[config.mk]
export PLATFORM = sky130hd
export DESIGN_NAME = servant_trace_buf
export DESIGN_NICKNAME = d
export VERILOG_FILES = /design/src/rtl/servant_trace_pkg.sv /design/src/rtl/servant_trace_ram.sv /design/src/rtl/servant_trace_buf.sv
export SDC_FILE = /design/constraint.sdc
export NUM_CORES = 1
export LEC_CHECK = 0
export BUFFER_PORTS_ARGS = -buffer_cell sky130_fd_sc_hd__buf_2
export CORE_UTILIZATION = 45
export DETAILED_ROUTE_END_ITERATION = 12
export GPL_TIMING_DRIVEN = 1
export PLACE_DENSITY_LB_ADDON = 0.15
export SETUP_SLACK_MARGIN = 0.02
export SLEW_MARGIN = 20
export SYNTH_ARGS = -nofsm -noshare
export SYNTH_HDL_FRONTEND = slang
export SYNTH_HIERARCHICAL = 1
export SYNTH_SLANG_ARGS = --single-unit
[constraint.sdc]
create_clock -name wb_clk -period 5.9 [get_ports wb_clk]
set_input_delay 0.885 -clock wb_clk [delete_from_list [all_inputs] [get_ports wb_clk]]
set_output_delay 0.885 -clock wb_clk [all_outputs]
set_load 0.1 [all_outputs]
[src/rtl/servant_trace_pkg.sv]
`default_nettype none
// ============================================================================
// Module      : servant_trace_pkg
// Description : Shared types and constants for the servant trace buffer:
//               capture FSM state encoding, filter mode codes, event bit
//               positions and the mode filter helper.
// Revision    : 1.0 - initial release
// ============================================================================
package servant_trace_pkg;

  // Capture FSM states; encoding is visible on o_state
  typedef enum logic [1:0] {
    ST_IDLE  = 2'd0,
    ST_ARMED = 2'd1,
    ST_POST  = 2'd2,
    ST_DONE  = 2'd3
  } trace_state_e;

  // Filter mode codes (code 3 behaves like ALL)
  localparam logic [1:0] MODE_ALL   = 2'd0;
  localparam logic [1:0] MODE_FLOW  = 2'd1;
  localparam logic [1:0] MODE_IRQ   = 2'd2;
  localparam logic [1:0] MODE_ALL_B = 2'd3;

  // Bit positions inside the 3-bit event vector {timer_irq, mret, jump}
  localparam int EVT_IRQ  = 2;
  localparam int EVT_MRET = 1;
  localparam int EVT_JUMP = 0;

  // Decide whether a bus sample carrying event flags evt is worth storing
  function automatic logic mode_pass(input logic [1:0] mode, input logic [2:0] evt);
    logic pass;
    pass = 1'b1;
    case (mode)
      MODE_FLOW: pass = (evt != 3'b000);
      MODE_IRQ:  pass = evt[EVT_IRQ] | evt[EVT_MRET];
      default:   pass = 1'b1;
    endcase
    return pass;
  endfunction

endpackage : servant_trace_pkg
`default_nettype wire

[src/rtl/servant_trace_ram.sv]
`default_nettype none
// ============================================================================
// Module      : servant_trace_ram
// Description : Trace storage, DEPTH x WIDTH, synchronous write and
//               asynchronous read. Storage is not reset; validity is tracked
//               by the owning logic.
// Revision    : 1.0 - initial release
// ============================================================================
module servant_trace_ram #(
  parameter  int DEPTH = 16,
  parameter  int WIDTH = 35,
  localparam int AW    = $clog2(DEPTH)
) (
  input  logic             clk_i,
  input  logic             we_i,
  input  logic [AW-1:0]    wadr_i,
  input  logic [WIDTH-1:0] wdata_i,
  input  logic [AW-1:0]    radr_i,
  output logic [WIDTH-1:0] rdata_o
);

  logic [WIDTH-1:0] mem_q [DEPTH];

  // Store one entry per write strobe
  always_ff @(posedge clk_i) begin
    if (we_i) begin
      mem_q[wadr_i] <= wdata_i;
    end
  end

  assign rdata_o = mem_q[radr_i];

endmodule : servant_trace_ram
`default_nettype wire

[src/rtl/servant_trace_buf.sv]
`default_nettype none
// ============================================================================
// Module      : servant_trace_buf
// Description : Circular trace capture of bus addresses and event strobes
//               with mode filtering, timer-IRQ trigger, post-trigger depth
//               and a freeze-then-drain readout port.
// Revision    : 1.0 - initial release
// ============================================================================
module servant_trace_buf
  import servant_trace_pkg::*;
#(
  parameter int ADR_W     = 32,
  parameter int DEPTH     = 16,
  parameter int POST_TRIG = 8
) (
  input  logic                     wb_clk,
  input  logic                     wb_rst_n,
  input  logic [ADR_W-1:0]         i_pc_adr,
  input  logic                     i_pc_vld,
  input  logic [2:0]               i_evt,
  input  logic [1:0]               i_mode,
  input  logic                     i_arm,
  input  logic                     i_rd_en,
  output logic [ADR_W+2:0]         o_rd_data,
  output logic                     o_rd_vld,
  output logic [$clog2(DEPTH):0]   o_count,
  output logic [1:0]               o_state,
  output logic                     o_overflow
);

  localparam int AW = $clog2(DEPTH);
  localparam int CW = AW + 1;
  localparam int DW = ADR_W + 3;
  localparam logic [CW-1:0] DEPTH_C     = CW'(DEPTH);
  localparam logic [CW-1:0] POST_TRIG_C = CW'(POST_TRIG);

  trace_state_e   state_q, state_d;
  logic [AW-1:0]  wr_ptr_q, wr_ptr_d;
  logic [AW-1:0]  rd_ptr_q, rd_ptr_d;
  logic [CW-1:0]  count_q, count_d;
  logic [CW-1:0]  post_cnt_q, post_cnt_d;
  logic [2:0]     sticky_q, sticky_d;
  logic [1:0]     mode_q, mode_d;
  logic           overflow_q, overflow_d;
  logic           irq_prev_q;

  logic [2:0]     entry_evt;
  logic           trig_edge;
  logic           capture;
  logic           rd_vld;
  logic [DW-1:0]  ram_rdata;

  // Events seen since the last bus sample are folded into the next entry
  assign entry_evt = sticky_q | i_evt;
  assign trig_edge = i_evt[EVT_IRQ] & ~irq_prev_q;
  assign capture   = i_pc_vld & mode_pass(mode_q, entry_evt) &
                     ((state_q == ST_ARMED) || (state_q == ST_POST));
  assign rd_vld    = (state_q == ST_DONE) && (count_q != '0);

  // Next-state logic for the FSM, pointers, fill level and event tracking
  always_comb begin
    state_d    = state_q;
    wr_ptr_d   = wr_ptr_q;
    rd_ptr_d   = rd_ptr_q;
    count_d    = count_q;
    post_cnt_d = post_cnt_q;
    mode_d     = mode_q;
    overflow_d = overflow_q;
    sticky_d   = i_pc_vld ? 3'b000 : (sticky_q | i_evt);

    if (capture) begin
      wr_ptr_d = wr_ptr_q + 1'b1;
      if (count_q == DEPTH_C) begin
        overflow_d = 1'b1;
      end else begin
        count_d = count_q + 1'b1;
      end
    end

    case (state_q)
      ST_IDLE: begin
        if (i_arm) begin
          state_d    = ST_ARMED;
          wr_ptr_d   = '0;
          rd_ptr_d   = '0;
          count_d    = '0;
          post_cnt_d = '0;
          overflow_d = 1'b0;
          sticky_d   = 3'b000;
          mode_d     = i_mode;
        end
      end
      ST_ARMED: begin
        // A capture in the trigger cycle still belongs to pre-trigger history
        if (trig_edge) begin
          state_d = ST_POST;
        end
      end
      ST_POST: begin
        if (capture) begin
          post_cnt_d = post_cnt_q + 1'b1;
          if ((post_cnt_q + 1'b1) == POST_TRIG_C) begin
            state_d  = ST_DONE;
            // Oldest entry sits count positions behind the write pointer
            rd_ptr_d = wr_ptr_d - count_d[AW-1:0];
          end
        end
      end
      ST_DONE: begin
        if (i_arm) begin
          state_d    = ST_ARMED;
          wr_ptr_d   = '0;
          rd_ptr_d   = '0;
          count_d    = '0;
          post_cnt_d = '0;
          overflow_d = 1'b0;
          sticky_d   = 3'b000;
          mode_d     = i_mode;
        end else if (i_rd_en && rd_vld) begin
          rd_ptr_d = rd_ptr_q + 1'b1;
          count_d  = count_q - 1'b1;
        end
      end
      default: state_d = ST_IDLE;
    endcase
  end

  // State registers with synchronous active-low reset
  always_ff @(posedge wb_clk) begin
    if (!wb_rst_n) begin
      state_q    <= ST_IDLE;
      wr_ptr_q   <= '0;
      rd_ptr_q   <= '0;
      count_q    <= '0;
      post_cnt_q <= '0;
      mode_q     <= MODE_ALL;
      overflow_q <= 1'b0;
      sticky_q   <= 3'b000;
      irq_prev_q <= 1'b0;
    end else begin
      state_q    <= state_d;
      wr_ptr_q   <= wr_ptr_d;
      rd_ptr_q   <= rd_ptr_d;
      count_q    <= count_d;
      post_cnt_q <= post_cnt_d;
      mode_q     <= mode_d;
      overflow_q <= overflow_d;
      sticky_q   <= sticky_d;
      irq_prev_q <= i_evt[EVT_IRQ];
    end
  end

  servant_trace_ram #(
    .DEPTH (DEPTH),
    .WIDTH (DW)
  ) u_ram (
    .clk_i   (wb_clk),
    .we_i    (capture),
    .wadr_i  (wr_ptr_q),
    .wdata_i ({entry_evt, i_pc_adr}),
    .radr_i  (rd_ptr_q),
    .rdata_o (ram_rdata)
  );

  // Read data is masked when nothing is valid so reset/idle outputs are zero
  assign o_rd_data  = rd_vld ? ram_rdata : '0;
  assign o_rd_vld   = rd_vld;
  assign o_count    = count_q;
  assign o_state    = state_q;
  assign o_overflow = overflow_q;

endmodule : servant_trace_buf
`default_nettype wire

==> results of run 1 <==
[metal layers]
metal,routed length [um],global-route usage (%),part of all wire (%)
met2,26360,34.04,50
met3,2320,2.976,4.4
met5,0,0,0
met1,22600,27.29,43
met4,1069,5.354,2.0
[worst max-delay path: cells and delay by family, from the launching register on]
kind                   cells  cell delay (ps)
DFF                        1              870
buffers and inverters      2              680
muxes                      1              610
and+or+nand+nor            2              350
AOI/OAI and AO/OA          1              310
[layout make-up]
type | count | area share (%)
Sequential cell | 587 | 65.51
Multi-Input combinational cell | 469 | 21.12
Clock buffer | 70 | 5.726
Tap cell | 680 | 3.210
Timing Repair Buffer | 116 | 2.823
Clock inverter | 38 | 1.393
Inverter | 15 | 0.2124
[synth_stat cells, types with 4 or more instances]
master,count,area (sq um)
edfxtp_1,560,16820
mux4_2,83,1869
a22oi_1,70,525.5
mux4_1,57,1498
nand2_1,50,187.7
and3_1,37,231.5
clkbuf_1,29,108.9
nor2_1,29,108.9
dfxtp_1,27,540.5
a21oi_1,16,80.08
ha_1,16,200.2
inv_1,15,56.30
buf_2,14,70.07
nand3_1,14,70.07
nor3_1,14,70.07
buf_12,11,220.2
o21ai_0,7,35.03
xnor2_1,6,52.55
nand2b_1,5,31.28
o22ai_1,5,31.28
and2_1,4,25.02
mux2i_1,4,40.04
nand3b_1,4,30.03
nor2b_1,4,25.02
or3_1,4,25.02
xor2_1,4,35.03
[metrics by stage]
step           total power, mW  util, %
6_report                 10.58    51.77
5_1_grt                  10.99    51.77
4_1_cts                  10.71    51.77
3_5_place_dp             7.055    48.09
3_3_place_gp             7.038    47.98
2_1_floorplan            6.520        -
[how the worst min path moves through the flow]
stage               startpoint     endpoint  cells after the start
CTS                  mode_q[0]    mode_q[0]                      2
finish               mode_q[0]    mode_q[0]                      2
floorplan            mode_q[1]    mode_q[1]                      2
global placement     mode_q[0]    mode_q[0]                      2
detailed placement   mode_q[0]    mode_q[0]                      2
global route          i_pc_vld  sticky_q[2]                      2
[power groups by stage]
stage | combinational [mW] | clock (mW) | sequential [mW]
floorplan | 1.67 | 0 | 4.85
global placement | 2.11 | 0 | 4.93
detailed placement | 2.12 | 0 | 4.94
CTS | 2.13 | 3.74 | 4.85
global route | 2.25 | 3.87 | 4.86
finish | 2.09 | 3.65 | 4.84
[layout by cell type, fill, tap and decap left out, types with 13 or more instances in the layout]
cell type  Yosys  routed
edfxtp_1     560     560
buf_2         14      85
mux4_2        83      83
a22oi_1       70      70
clkbuf_16      0      59
mux4_1        57      57
nand2_1       50      50
and3_1        37      37
dfxtp_1       27      25
buf_4          0      25
nor2_1        29      16
a21oi_1       16      16
inv_1         15      15
ha_1          16      15
nand3_1       14      14
clkinv_1       0      13
nor2_4         0      13
[registers in the layout, summed over array words and instances, names as in the netlist]
register,count
u_ram/mem_q,560
o_count,5
post_cnt_q,5
rd_ptr_q,4
wr_ptr_q,4
sticky_q,3
mode_q,2
o_state,2
irq_prev_q,1
o_overflow,1
[kinds of logic after synthesis]
family	Yosys count	share of synthesized area [%]
buffers and inverters	74	2.099
adder cells (fa/ha/maj)	17	0.9448
multiplexers	144	14.62
AND/OR/NAND/NOR	180	3.919
AO/OA/AOI/OAI	118	3.580
XOR/XNOR	10	0.3757
flip-flops	587	74.46
==> flow_summary.ini, run 1 <==
[status]
status = completed

[timing]
rsz0062_at_grt = false
setup_viol = 0
timing.final.crit_share_pct = 74.84
max_freq_ghz = 0.2265
hold_viol = 0
worst_slack_ps = 1484
setup_tns_ps = 0
slew_viol_final = 0
max_slew.worst_pin.slew_ps = 1143
timing.hold.ws_ps = 480.3
slew_headroom_pct = 23.61
fin_skew_ps = 20.41
fin_crit_ps = 4416

[synthesis]
syn_inst = 1130
syn-num-nets = 1189
yosysUniqueCellTypes = 51
yosysWarningCount = 6
ys_seq_area_share_pct = 74.46
synth_edf_count = 560
mappedNetlistArea_sq_mm = 0.02331
ys_ff_latch = 587
async_flop_share_pct = 0
avgSynthCellArea_sq_um = 20.63
ys.flop_type = edfxtp_1

[route]
vias_per_cell = 5.781
drcViolationCount = 0
dr.pass1.iters = 5
wire_per_inst_um = 26.50
vias = 11417
wl_mm = 52.35
antenna_left = 0
drt-initial-drc-count = 920

[finish]
drive_gt1_share_pct = 24.02
stdcell_count = 1975
fin_area_sq_mm = 0.02651
multiInputGateArea_sq_mm = 0.005599
syn_to_final_growth_pct = 13.72
insertedDiodeCount = 0
nNetsFinal = 1306
nFillCells = 4059
regArea_sq_mm = 0.01736

[critical_path]
slowest_stage = dfxtp_4
critPathKind = reg2out
required_ps = 5020
cp-startpoint = rd_ptr_q[0]
r2r_slack_ps = 1910
cp_cell_sequence = buf_12 -> mux4_1 -> a22oi_1 -> nand2_1 -> and3_1 -> buf_2
crit_path_end_kind = output port
cp.arrival_ps = 3530
start_kind = flop
reg2reg_from = o_state[0]
r2r_cells = 7
reg2reg_to = u_ram/mem_q[3][31]
cp_max_fo = 41
max_stage_delay_ps = 870
crit_end = o_rd_data[3]

[grt]
antenna_found_initial = 0
grt-ovfl-total = 0
grt_pass1_wl_mm = 77.18
grt_pass1_vias = 11807
grt_max_degree = 53
grt_usage_pct = 20.12

[cts]
clk_pin_slew_worst_paths_ps = 60
cts_setup_buffers = 0
cts-htree-levels = 2
hold_buffers = 0
cts_resized = 0
cts-root-buf = clkbuf_16
cts_tree = done
clock_latency_ps = 610
numCtsBuffers = 58
clock_path_buffers = 3
cts_sinks = 587

[place]
place_inst = 1867
io_buffer_count = 85
dp_slack_ps = 1833
hpwl_mm = 30.84
gp_congestion = 0.7842
dpl-instance-area_sq_mm = 0.02462

[power_and_ir_drop]
p_int_mw = 7.785
sw_frac_of_total_pct = 26.42
clock_power_share_pct = 34.5
power_density_mw_per_mm2 = 399.2
combPwrFrac_pct = 19.8
power_frac_seq_pct = 45.8
switchingPower_mw = 2.796
power.leakage_nw = 8.678
ir_drop_v = 0.0003370

[floorplanning]
core_area_sq_mm = 0.05120
die_h_um = 229.6
die-area_sq_mm = 0.05271
pin_count = 86
chipWidth_um = 229.6
start_util_pct = 45.53
rows = 83

[hold_path]
holdCritPathClass = reg2reg

[job]
maxCapViolations = 0
Power figures use the tool's default switching activity.
==> run 2: changes to the inputs <==
==> constraint.sdc (replaced) <==
create_clock -name wb_clk -period 3.9 [get_ports wb_clk]
set_input_delay 0.585 -clock wb_clk [delete_from_list [all_inputs] [get_ports wb_clk]]
set_output_delay 0.585 -clock wb_clk [all_outputs]
set_load 0.1 [all_outputs]
==> run 2 against run 1 <==
Against the previous run: sequential power up 49%; combinational power up 57%; core utilization up 0.60 points; die area unchanged; clock skew down 4.1 ps; non-clock buffer count up 19; worst hold slack worse by 260 ps; critical endpoint is now o_rd_data[10]; critical path type unchanged.
==> flow_summary.ini, run 2 (synthesis results as in run 1) <==
[critical_path]
start_kind = flop
reg2reg_from = o_state[0]
cp_max_fo = 38
crit_path_end_kind = output port
critPathKind = reg2out
cp.arrival_ps = 3150
reg2reg_to = u_ram/mem_q[3][24]
r2r_cells = 7
r2r_slack_ps = 560
cp-startpoint = o_count[0]
required_ps = 3310

[grt]
grt_pass1_vias = 11955
antenna_found_initial = 3
grt_usage_pct = 19.92
grt_max_degree = 52
grt_pass1_wl_mm = 77.14
grt-ovfl-total = 0

[timing]
setup_tns_ps = 0
max_slew.worst_pin.slew_ps = 1102
timing.hold.ws_ps = 220.5
fin_crit_ps = 3737
slew_viol_final = 0
max_freq_ghz = 0.2676
timing.final.crit_share_pct = 95.82
setup_viol = 0
fin_skew_ps = 16.33
worst_slack_ps = 163.0
slew_headroom_pct = 26.53
hold_viol = 0
rsz0062_at_grt = false

[power_and_ir_drop]
p_int_mw = 11.81
clock_power_share_pct = 34.5
combPwrFrac_pct = 20.5
p_total_mw = 16.05
power_density_mw_per_mm2 = 598.8
power.leakage_nw = 8.802
switchingPower_mw = 4.249
sw_frac_of_total_pct = 26.47
power_frac_seq_pct = 45.0
ir_drop_v = 0.0003858

[finish]
layout_commonest_cell = edfxtp_1
stdcell_count = 1994
syn_to_final_growth_pct = 15.03
drive_gt1_share_pct = 25.29
largest_reg_flops = 560
nNetsFinal = 1327
final_cell_mix = 560 x edfxtp_1, 85 x buf_2, 83 x mux4_2
fin_util_pct = 52.37
fin_area_sq_mm = 0.02681
nFillCells = 4042
regMostFlops = u_ram/mem_q

[floorplanning]
die-area_sq_mm = 0.05271
rows = 83
start_util_pct = 45.53
pin_count = 86
die_h_um = 229.6
core_area_sq_mm = 0.05120
chipWidth_um = 229.6

[cts]
cts-root-buf = clkbuf_16
clock_latency_ps = 620
clk_pin_slew_worst_paths_ps = 70
cts_setup_buffers = 0
clock_path_buffers = 3
cts_tree = done
hold_buffers = 0
cts_resized = 0
cts-htree-levels = 2
numCtsBuffers = 60
cts_sinks = 587

[hold_path]
worst_hold_path.endpoint = sticky_q[1]
hold_path_depth = 2
holdCritPathClass = in2reg
worstHoldStart = i_pc_vld

[route]
drt-initial-drc-count = 962
vias_per_cell = 5.802
vias = 11569
dr.pass1.iters = 5
wire_per_inst_um = 25.85
wl_mm = 51.55
drcViolationCount = 0
antenna_left = 0

[status]
status = completed

[place]
hpwl_mm = 30.43
dp_slack_ps = 529.1
io_buffer_count = 85
dpl-instance-area_sq_mm = 0.02493
gp_congestion = 0.7628
place_inst = 1886

[job]
maxCapViolations = 0
## run 2: cell types whose count changed in the layout (fill, tap and decap cells not counted), moves of 2 or more
cell,delta
buf_12,+14
buf_16,-2
buf_4,+7
clkinvlp_4,-4
dfxtp_1,-2
dfxtp_2,+2
nor3_2,-4
nor3_4,+4
## run 2: critical path: stages (launching register included)
cell and delay (ps):
dfxtp_1 380, inv_1 160, ha_1 190, or4b_2 1090, and3_1 410, buf_2 290
## run 2: final cells by class
type / count / area [sq um] / area share [%]
Antenna cell: 1 / 2.502 / 0.009333
Clock buffer: 72 / 1546 / 5.768
Clock inverter: 35 / 331.6 / 1.237
Inverter: 15 / 56.30 / 0.2100
Multi-Input combinational cell: 469 / 5632 / 21.00
Sequential cell: 587 / 17370 / 64.77
Tap cell: 680 / 850.8 / 3.173
Timing Repair Buffer: 135 / 1026 / 3.827
## run 2: per-layer routing
metal / part of all wire, % / routed length, um / up-vias / track usage, %
met5: 0.056 / 29 / - / 0
met2: 49 / 25080 / 276 / 31.93
met4: 2.0 / 1008 / 4 / 5.500
li1: - / - / 5049 / -
met1: 45 / 22960 / 6168 / 28.47
met3: 4.8 / 2471 / 72 / 3.088
## run 2: worst max-delay path by stage
| stage | to | cells after the start |
|---|---|---|
| floorplan | u_ram/mem_q[5][0] | 6 |
| global placement | u_ram/mem_q[3][28] | 7 |
| detailed placement | u_ram/mem_q[3][28] | 7 |
| CTS | o_rd_data[10] | 5 |
| global route | o_rd_data[10] | 5 |
| finish | o_rd_data[10] | 5 |
## run 2: power by group through the flow
stage | combinational (mW) | sequential, mW | clock [mW]
2_1_floorplan | 2.53 | 7.34 | 0
3_3_place_gp | 3.33 | 7.35 | 0
3_5_place_dp | 3.34 | 7.36 | 0
4_1_cts | 3.34 | 7.23 | 5.66
5_1_grt | 3.54 | 7.24 | 5.90
6_report | 3.29 | 7.22 | 5.55
==> run 3: changes to the inputs <==
--- a/config.mk
+++ b/config.mk
@@ -6,11 +6,13 @@
 export NUM_CORES = 1
 export LEC_CHECK = 0
 export BUFFER_PORTS_ARGS = -buffer_cell sky130_fd_sc_hd__buf_2
+export CAP_MARGIN = 0
 export CORE_UTILIZATION = 45
+export CTS_BUF_LIST = sky130_fd_sc_hd__clkbuf_8
 export DETAILED_ROUTE_END_ITERATION = 12
 export GPL_TIMING_DRIVEN = 1
 export PLACE_DENSITY_LB_ADDON = 0.15
-export SETUP_SLACK_MARGIN = 0.02
+export SETUP_SLACK_MARGIN = 0.05
 export SLEW_MARGIN = 20
 export SYNTH_ARGS = -nofsm -noshare
 export SYNTH_HDL_FRONTEND = slang
==> run 3 against run 2 <==
Against the previous run: flip-flop and latch count did not move; clock skew rose by 16 ps; maximum frequency rose by 1.7%; global-route usage rose by 0.22 points; final area fell by 0.42%; power fell by 4.0%; wire length rose by 0.52%; register-to-register slack got worse by 20 ps; clock-buffer cell count rose by 27; via count rose by 1.7%; critical path depth rose by 1; critical path type unchanged.
==> flow_summary.ini, run 3 (synthesis results as in run 1) <==
[status]
status = completed

[floorplanning]
pin_count = 86
die_h_um = 229.6
start_util_pct = 45.53
core_area_sq_mm = 0.05120
chipWidth_um = 229.6
die-area_sq_mm = 0.05271
rows = 83

[route]
wl_mm = 51.82
drt-initial-drc-count = 940
vias_per_cell = 5.697
met1_length_mm = 22.78
antenna_left = 0
drcViolationCount = 0
wire_per_inst_um = 25.08
wl_met3_mm = 2.895
top_layer_used = met5
dr.pass1.iters = 5
vias = 11771
dr_wl_met2_mm = 25.01

[place]
dpl-instance-area_sq_mm = 0.02493
gp_congestion = 0.7628
io_buffer_count = 85
hpwl_mm = 30.43

[timing]
rsz0062_at_grt = false
timing.hold.ws_ps = 158.0
max_freq_ghz = 0.2722
slew_headroom_pct = 50.21
slew_viol_final = 0
setup_viol = 0
timing.final.crit_share_pct = 94.21
fin_crit_ps = 3674
setup_tns_ps = 0
max_slew.worst_pin.slew_ps = 738.8
fin_skew_ps = 32.24
hold_viol = 0

[power_and_ir_drop]
sw_frac_of_total_pct = 27.95
power_frac_seq_pct = 46.9
ir_drop_v = 0.0003114
p_int_mw = 11.11
power.leakage_nw = 8.895
combPwrFrac_pct = 21.4
clock_power_share_pct = 31.8
p_total_mw = 15.41
power_density_mw_per_mm2 = 577.4
switchingPower_mw = 4.308

[grt]
grt_max_degree = 52
grt-ovfl-total = 0
grt_usage_pct = 20.14
antenna_found_initial = 2
grt_pass1_wl_mm = 77.86
grt_pass1_vias = 12403

[critical_path]
path_delay_family = buffers and inverters
slowest_stage = mux4_2
cp.arrival_ps = 3090
required_ps = 3310
crit_path_end_kind = output port
cp_cell_sequence = buf_4 -> mux4_2 -> a22oi_1 -> nand2_1 -> and3_1 -> buf_2
critPathKind = reg2out
max_stage_delay_ps = 550
start_kind = flop
crit_buf_inv = 2
cp_max_fo = 13
r2r_cells = 7
path_depth = 6

[finish]
regMostFlops = u_ram/mem_q
nNetsFinal = 1365
fin_area_sq_mm = 0.02670
drive_gt1_share_pct = 26.71
syn_to_final_growth_pct = 14.54
final_cell_mix = 560 x edfxtp_1, 99 x clkbuf_8, 85 x buf_2
layout_commonest_cell = edfxtp_1
fin_util_pct = 52.15
multiInputGateArea_sq_mm = 0.005635
nFillCells = 4100
largest_reg_flops = 560
regArea_sq_mm = 0.01737

[cts]
cts_sinks = 587
clock_latency_ps = 670
numCtsBuffers = 98
cts-root-buf = clkbuf_8
cts_setup_buffers = 0
cts-htree-levels = 3
clk_pin_slew_worst_paths_ps = 60
clock_path_buffers = 3
cts_tree = done

[hold_path]
hold_path_depth = 3
holdCritPathClass = in2reg

[job]
maxCapViolations = 0
[run 3: cell types whose count changed in the layout (fill, tap and decap cells not counted), sizes merged]
cell | before | now
bufinv | 6 | 2
clkinv | 25 | 39
inv | 17 | 49
clkbuf | 72 | 99
clkinvlp | 2 | 5
[run 3: final cells by class]
class / count / area share (%)
timing repair buffer: 135 / 3.843
multi-input combinational: 469 / 21.11
clock buffer: 99 / 5.104
antenna: 1 / 0.009373
clock inverter: 80 / 1.490
sequential: 587 / 65.05
inverter: 15 / 0.2109
tap: 680 / 3.187
[run 3: final timing paths]
kind,start,to,slack (ps)
hold / removal,i_mode[0],mode_q[0],160
setup reg to reg,o_state[1],u_ram/mem_q[3][25],540
setup / recovery,rd_ptr_q[0],o_rd_data[7],230
hold reg to reg,mode_q[0],mode_q[0],500
[run 3: through the flow]
stage               cells  setup WS (ps)
global placement     1886          632.7
floorplan            1130          60.92
CTS                  2065          56.69
global route         2066          90.49
finish               2066          225.9
detailed placement   1886          529.1
[run 3: what timing repair did]
| action | CTS | global route |
|---|---|---|
| hold endpoints to repair | 0 | 0 |
| gates resized for setup | 0 | 1 |
| setup endpoints to repair | 0 | 35 |
| hold buffers | 0 | 0 |
[run 3: power by group through the flow]
stage / Sequential (mW) / Combinational [mW] / Clock (mW)
2_1_floorplan: 7.34 / 2.53 / 0
3_3_place_gp: 7.35 / 3.33 / 0
3_5_place_dp: 7.36 / 3.34 / 0
4_1_cts: 7.23 / 3.35 / 5.04
5_1_grt: 7.24 / 3.54 / 5.32
6_report: 7.22 / 3.30 / 4.89
[run 3: worst min-delay path: cells and delay by family]
family,cells,cell delay [ps]
compound gates,1,50
buf+inv,1,100
simple gates,1,50
[run 3: metal layers]
| metal | up-vias | GRT usage [%] |
|---|---|---|
| li1 | 5133 | - |
| met1 | 6182 | 28.09 |
| met2 | 354 | 32.01 |
| met3 | 100 | 3.748 |
| met4 | 2 | 6.792 |
| met5 | - | 0 |
